`src/rtl/genie_conv_sched.sv`:
```
// Round-robin scheduler sharing one combinational converter among N_REQ requesters.
// Optional packet locking is compiled in when GENIE_CONV_SCHED_LOCK_EN is defined.
module genie_conv_sched #(
  parameter int N_REQ     = 4,
  parameter int WIDTH_IN  = 8,
  parameter int WIDTH_OUT = 8,
  localparam int ID_W     = (N_REQ > 1) ? $clog2(N_REQ) : 1
) (
  input  logic                      clk,
  input  logic                      reset,
  input  logic [N_REQ-1:0]          i_req_valid,
  input  logic [N_REQ*WIDTH_IN-1:0] i_req_data,
  input  logic [N_REQ-1:0]          i_req_eop,
  output logic [N_REQ-1:0]          o_req_ready,
  output logic [WIDTH_IN-1:0]       o_conv_in,
  output logic                      o_conv_valid,
  input  logic [WIDTH_OUT-1:0]      i_conv_out,
  output logic                      o_rsp_valid,
  output logic [WIDTH_OUT-1:0]      o_rsp_data,
  output logic [ID_W-1:0]           o_rsp_id,
  input  logic                      i_rsp_ready
);

  logic                slot_free_s;
  logic                found_s;
  logic                grant_s;
  logic [ID_W-1:0]     winner_s;
  logic [ID_W-1:0]     idx_s;
  logic [ID_W-1:0]     last_grant_r;
  logic [N_REQ-1:0]    elig_s;
  logic [WIDTH_IN-1:0] data_arr_s [N_REQ];
  int                  idx_v;

  for (genvar g = 0; g < N_REQ; g++) begin : g_unpack
    assign data_arr_s[g] = i_req_data[g*WIDTH_IN +: WIDTH_IN];
  end

  // A held response that is being consumed this cycle frees the slot.
  assign slot_free_s = !o_rsp_valid || i_rsp_ready;

`ifdef GENIE_CONV_SCHED_LOCK_EN
  typedef enum logic {UNLOCKED = 1'b0, LOCKED = 1'b1} lock_state_t;

  lock_state_t     state_r;
  lock_state_t     state_next_s;
  logic [ID_W-1:0] owner_r;
  logic [ID_W-1:0] owner_next_s;

  // Lock state register.
  always_ff @(posedge clk) begin
    if (!reset) begin
      state_r <= UNLOCKED;
      owner_r <= '0;
    end else begin
      state_r <= state_next_s;
      owner_r <= owner_next_s;
    end
  end

  // Lock next state: a beat without eop keeps the bus for its owner.
  always_comb begin
    state_next_s = state_r;
    owner_next_s = owner_r;
    if (grant_s) begin
      owner_next_s = winner_s;
      if (i_req_eop[winner_s]) begin
        state_next_s = UNLOCKED;
      end else begin
        state_next_s = LOCKED;
      end
    end else begin
      state_next_s = state_r;
    end
  end

  // Eligibility mask: only the owner may compete while locked.
  always_comb begin
    elig_s = i_req_valid;
    case (state_r)
      UNLOCKED: elig_s = i_req_valid;
      LOCKED: begin
        for (int k = 0; k < N_REQ; k++) begin
          elig_s[k] = i_req_valid[k] && (ID_W'(k) == owner_r);
        end
      end
      default: elig_s = '0;
    endcase
  end
`else
  logic unused_eop_s;

  assign elig_s       = i_req_valid;
  assign unused_eop_s = ^i_req_eop;
`endif

  // Round-robin search starting just after the previous winner.
  always_comb begin
    found_s  = 1'b0;
    winner_s = '0;
    idx_v    = 0;
    idx_s    = '0;
    for (int i = 0; i < N_REQ; i++) begin
      idx_v = (int'(last_grant_r) + 1 + i) % N_REQ;
      idx_s = idx_v[ID_W-1:0];
      if (!found_s && elig_s[idx_s]) begin
        found_s  = 1'b1;
        winner_s = idx_s;
      end else begin
        found_s  = found_s;
      end
    end
  end

  assign grant_s = found_s && slot_free_s && reset;

  // Combinational accept strobes and converter drive for the winner.
  always_comb begin
    o_req_ready  = '0;
    o_conv_valid = 1'b0;
    o_conv_in    = '0;
    if (grant_s) begin
      o_req_ready[winner_s] = 1'b1;
      o_conv_valid          = 1'b1;
      o_conv_in             = data_arr_s[winner_s];
    end else begin
      o_conv_valid = 1'b0;
    end
  end

  // Response slot and round-robin pointer.
  always_ff @(posedge clk) begin
    if (!reset) begin
      o_rsp_valid  <= 1'b0;
      o_rsp_data   <= '0;
      o_rsp_id     <= '0;
      last_grant_r <= ID_W'(N_REQ - 1);
    end else if (grant_s) begin
      o_rsp_valid  <= 1'b1;
      o_rsp_data   <= i_conv_out;
      o_rsp_id     <= winner_s;
      last_grant_r <= winner_s;
    end else if (i_rsp_ready) begin
      o_rsp_valid  <= 1'b0;
    end else begin
      o_rsp_valid  <= o_rsp_valid;
    end
  end

endmodule

```
`config.mk`:
```
export PLATFORM = sky130hd
export DESIGN_NAME = genie_conv_sched
export DESIGN_NICKNAME = d
export VERILOG_FILES = /design/src/rtl/genie_conv_sched.sv
export SDC_FILE = /design/constraint.sdc
export NUM_CORES = 1
export LEC_CHECK = 0
export BUFFER_PORTS_ARGS = -buffer_cell sky130_fd_sc_hd__buf_4
export CAP_MARGIN = 10
export CELL_PAD_IN_SITES_DETAIL_PLACEMENT = 1
export CELL_PAD_IN_SITES_GLOBAL_PLACEMENT = 2
export CORE_ASPECT_RATIO = 1.1
export CORE_MARGIN = 2
export CORE_UTILIZATION = 17
export CTS_CLUSTER_DIAMETER = 80
export DETAILED_ROUTE_END_ITERATION = 16
export HOLD_SLACK_MARGIN = 0.08
export PLACE_DENSITY_LB_ADDON = 0.1
export SLEW_MARGIN = 0
export SYNTH_ARGS = -nofsm -noshare
export SYNTH_HDL_FRONTEND = slang
export SYNTH_SLANG_ARGS = --single-unit
```
`constraint.sdc`:
```
create_clock -name clk -period 1.6 [get_ports clk]
set_input_delay 0.08 -clock clk [delete_from_list [all_inputs] [get_ports clk]]
set_output_delay 0.08 -clock clk [all_outputs]
set_load 0.005 [all_outputs]
```
# After elaboration in Yosys (flattened, before gate mapping)
# Cells that the tools add are included.
[classes]
n_addsub = 4
n_lt_le_gt_ge = 7
n_mux = 26
bitwise_logic = 1
reduce_logical = 12
[ops]
columns = ["op", "n"]
rows = [
  ["8-bit 2-to-1 mux", 3],
  ["8-bit binary-select mux with 2-bit select", 1],
  ["2-bit by 3-bit < comparator with 1-bit output (second input constant)", 5],
  ["1-bit 2-to-1 mux", 12],
  ["1-bit binary-select mux with 2-bit select", 4],
  ["2-bit 2-to-1 mux", 4],
  ["2-bit adder (second input constant)", 3],
  ["1-bit logical AND", 6],
  ["1-bit logical NOT", 4],
  ["4-bit 2-to-1 mux", 1],
  ["3-bit greater-or-equal comparator (second input constant)", 1],
  ["2-bit inverter with 3-bit output", 1],
  ["2-bit by 1-bit adder with 2-bit output (second input constant)", 1],
  ["1-bit demux with 2-bit select", 1],
  ["2-bit by 1-bit greater-or-equal comparator with 1-bit output (second input constant)", 1],
  ["2-bit nonzero test", 1],
  ["1-bit logical OR", 1],
]
[totals]
regBits = 13
inputBits = 51
out_inout_bits = 24

# Depth between registers and ports, before layout
[logic_depth]
depth_word = 18
ltp_mapped = 7
depth_no_buf = 6

# Worst setup path before layout
# Ideal clock, no wire load.
[synth_path]
path_kind = "reg-to-output"
from = "register last_grant_r[0]"
to = "output o_conv_in[0]"
arrival_ns = 1.307
setup_slack_ns = 0.213
stages_incl_launch_ff = 8
n_path_buf = 2
path_cell_list = "dfxtp_1 nand2b_2 o21ai_2 a211oi_2 buf_6 buf_12 mux2i_1 o22ai_1"
[synth_via]
elab_chain_len = 18
[synth_lines]
columns = ["item", "line_no", "rtl"]
rows = [
  ["start: declaration", "29", "logic [ID_W-1:0] last_grant_r;"],
  ["start signal: assignment", "136", "last_grant_r <= ID_W'(N_REQ - 1);"],
  ["start signal: assignment", "141", "last_grant_r <= winner_s;"],
  ["2-bit by 1-bit adder with 2-bit output *", "103", "idx_v = (int'(last_grant_r) + 1 + i) % N_REQ;"],
  ["parallel branches: the longest is 16 deep, another holds 2-bit adder", "-", ""],
  ["8-bit 2-to-1 mux *", "121", "if (grant_s) begin"],
  ["end: declaration", "15", "output logic [WIDTH_IN-1:0] o_conv_in,"],
]
# Mark *: on every way between the ends. The select of a mux whose other input is x is not followed.

# Worst setup path in the final report
[layout_path]
from = "register last_grant_r[0]"
to = "output o_conv_in[6]"
# Same word-level chain as after synthesis.

==> results.toml <==
[final_layout]
antennaDiodeCount = 0
area_growth_syn_to_layout_pct = 106.4
drive_gt1_share_pct = 53.16
final_nets = 242
layout_common_cells = "buf_4, nand2_1, mux2i_1"
final_common_cell = "buf_4"
layoutNonFillerInstCount = 246
fin_area_sq_mm = 0.001684

[routing]
dr_total_vias = 1099
first_iter_violations = 19
drtPass1Iterations = 4
routedWlPerCell_um = 14.72
ant_nets = 0
routed_wl_um = 3620
drc = 0
viasPerCell = 4.467

[global_routing]
grt_overflow = 0
grt_pass1_wl_um = 5678
use_met2_pct = 26.19
grt_busiest_layer = "met2"
grt_pass1_vias = 1180
grt_max_degree = 12
globalRouteMet1Util_pct = 14.06
antenna_found_initial = 0
grtUsageTotal_pct = 13.17
grt_util_met3_pct = 1.445

[setup_path]
ff2ff_path_depth = 7
critPathArrivalTime_ns = 1.74
critical-path-max-stage-delay_ns = 0.34
crit_path_end_kind = "primary output"
critPathSlowestCell = "dfxtp_2"
r2r_start = "last_grant_r[0]"
worstPathRequired_ns = 1.52
worstPathCellList = "nand2b_4, o21ai_4, a211oi_4, buf_6, buf_12, mux2i_2, o22ai_1, buf_4"
r2r_setup_slack_ns = 0.25
worstReg2RegEnd = "o_rsp_id[0]"
cp_max_fo = 9
critPathLaunchType = "flop"
critical_path_class = "flop to primary output"

[timing]
slew_viol_final = 0
max_freq_mhz = 549.6
relSlewSlack_pct = 77.99
rsz0062_at_grt = "yes"
final-hold-violation-count = 0
worst_slack_ns = -0.2196
setup_viol = 10
tightestPinTransition_ns = 0.3276
holdWs_ns = 0.1727
finalClockSkew_ns = 0.001451
period_minus_slack_ns = 1.820
min_period_over_period_pct = 113.7

[run_status]
violations = "negative setup slack"
outcome = "finished with violations"

[die]
core_sq_mm = 0.004619
core.rowCount = 26
die-area_sq_mm = 0.005370
start_util_pct = 17.66
die_x_um = 70.05
die_h_um = 76.66
pin_count = 75

[pwr]
ir_drop_mv = 0.4013
p_leak_nw = 0.8559
p_per_area_mw_per_mm2 = 755.7

[yosys]
syn_avg_cell_area_sq_um = 7.998
syn-cell-area_sq_um = 815.8
yosys-top-cells-area = "dfxtp_1, mux2i_1, nand2_1, o22ai_1, nand3_1"
synth.largest_area_cell = "dfxtp_1"
synth_warnings = 0
ys_ff_latch = 13
syn-num-nets = 153
synth_cell_types = 24
ys_seq_area_share_pct = 31.90
netlist_instances = 102
yosysTopAreaCellShare_pct = 31.90

[clock_tree]
clockBufferDepth = 2
cts_root_buf = "clkbuf_8"
clkLatencyLatePin_ns = 0.23
cts_buffers = 3
clock_sinks = 13
clk_pin_slew_worst_paths_ns = 0.05
htreeDepth = 1
cts_tree = "yes"

[min_path]
whs_endpoint = "o_rsp_data[5]"
hp-start = "reset"
min_path_cells = 3
hold_class = "input pin to flop"

[place]
place.gp.congestion = 0.7632
placement.io_buffers = 70
placed_area_sq_mm = 0.001425
placed_cells = 228
dp_hpwl_um = 2600

[run]
drv_cap = 0
## stage by stage
stage	total power [mW]	setup WS (ns)	utilization (%)	setup TNS, ns
floorplan	0.6276	0.2129	-	0
global placement	0.8605	0.05353	30.85	0
detailed placement	0.8747	0.007116	30.85	0
CTS	1.267	-0.2084	35.73	-1.703
global route	1.354	-0.3103	36.46	-2.808
finish	1.273	-0.2196	36.46	-1.763
## how the worst max path moves through the flow
stage                               start            to  slack [ns]  depth (start not counted)
after floorplan           last_grant_r[0]  o_conv_in[0]        0.21                          7
after global placement    last_grant_r[0]  o_conv_in[3]        0.05                          7
after detailed placement  last_grant_r[0]  o_conv_in[6]       0.007                          7
after CTS                 last_grant_r[0]  o_conv_in[6]       -0.21                          8
after global routing      last_grant_r[0]  o_conv_in[6]       -0.31                          8
final                     last_grant_r[0]  o_conv_in[6]       -0.22                          8
## area by class of cell
class,instances,area [sq um]
fillers,561,2935
repair buffers,89,728.2
multi-input cells,80,563.0
flip-flops and latches,13,262.8
well taps,56,70.07
clock buffers,4,45.04
inverters,4,15.01
## synth_stat cells
cell type   n
a211oi_2    1
a21o_1      1
a21oi_1     3
a21oi_2     1
a221oi_1    1
a31oi_1     1
buf_12      1
buf_2       1
buf_6       1
clkbuf_1    2
dfxtp_1    13
inv_1       4
mux2i_1    16
nand2_1    22
nand2b_1    3
nand2b_2    2
nand3_1     9
nor2_1      6
nor3_1      1
o21a_1      1
o21ai_0     1
o21ai_2     1
o22ai_1     9
o31a_1      1
## routing by layer
metal / up-vias / wire length [um]
met3: 2 / 168
met2: 40 / 2015
met4: 0 / 31
met5: - / 0
met1: 519 / 1405
li1: 538 / -
## where the power goes
group / switching, mW / internal (mW) / leakage (nW) / total (mW)
combinational: 0.243 / 0.364 / 0.725 / 0.607
clock: 0.108 / 0.175 / 0.0228 / 0.283
sequential: 0.0242 / 0.358 / 0.108 / 0.382
total: 0.375 / 0.897 / 0.856 / 1.27
## state kept, by name, summed over array words and instances (netlist names)
register	count
o_rsp_data	8
last_grant_r	2
o_rsp_id	2
o_rsp_valid	1
## what timing repair did
action                     in CTS  in global routing
pin swaps                       3                  2
hold endpoints to repair        8                  0
setup buffers                   3                  2
cloned                          1                  0
setup endpoints to repair      10                 12
hold buffers                    8                  0
gates resized for setup        13                  5
## worst max-delay path, delay by kind of cell, from the launching register on
kind / cells / cell delay, ns
AND/OR/NAND/NOR: 1 / 0.14
buffers and inverters: 3 / 0.45
flip-flops: 1 / 0.34
AO/OA/AOI/OAI: 3 / 0.36
multiplexers: 1 / 0.21
## kinds of logic after synthesis
| group | synth area share [%] |
|---|---|
| AO/OA/AOI/OAI | 17.79 |
| buffers and inverters | 7.208 |
| flip-flops | 31.90 |
| multiplexers | 19.63 |
| AND/OR/NAND/NOR | 23.47 |
Power figures use the tool's default switching activity.
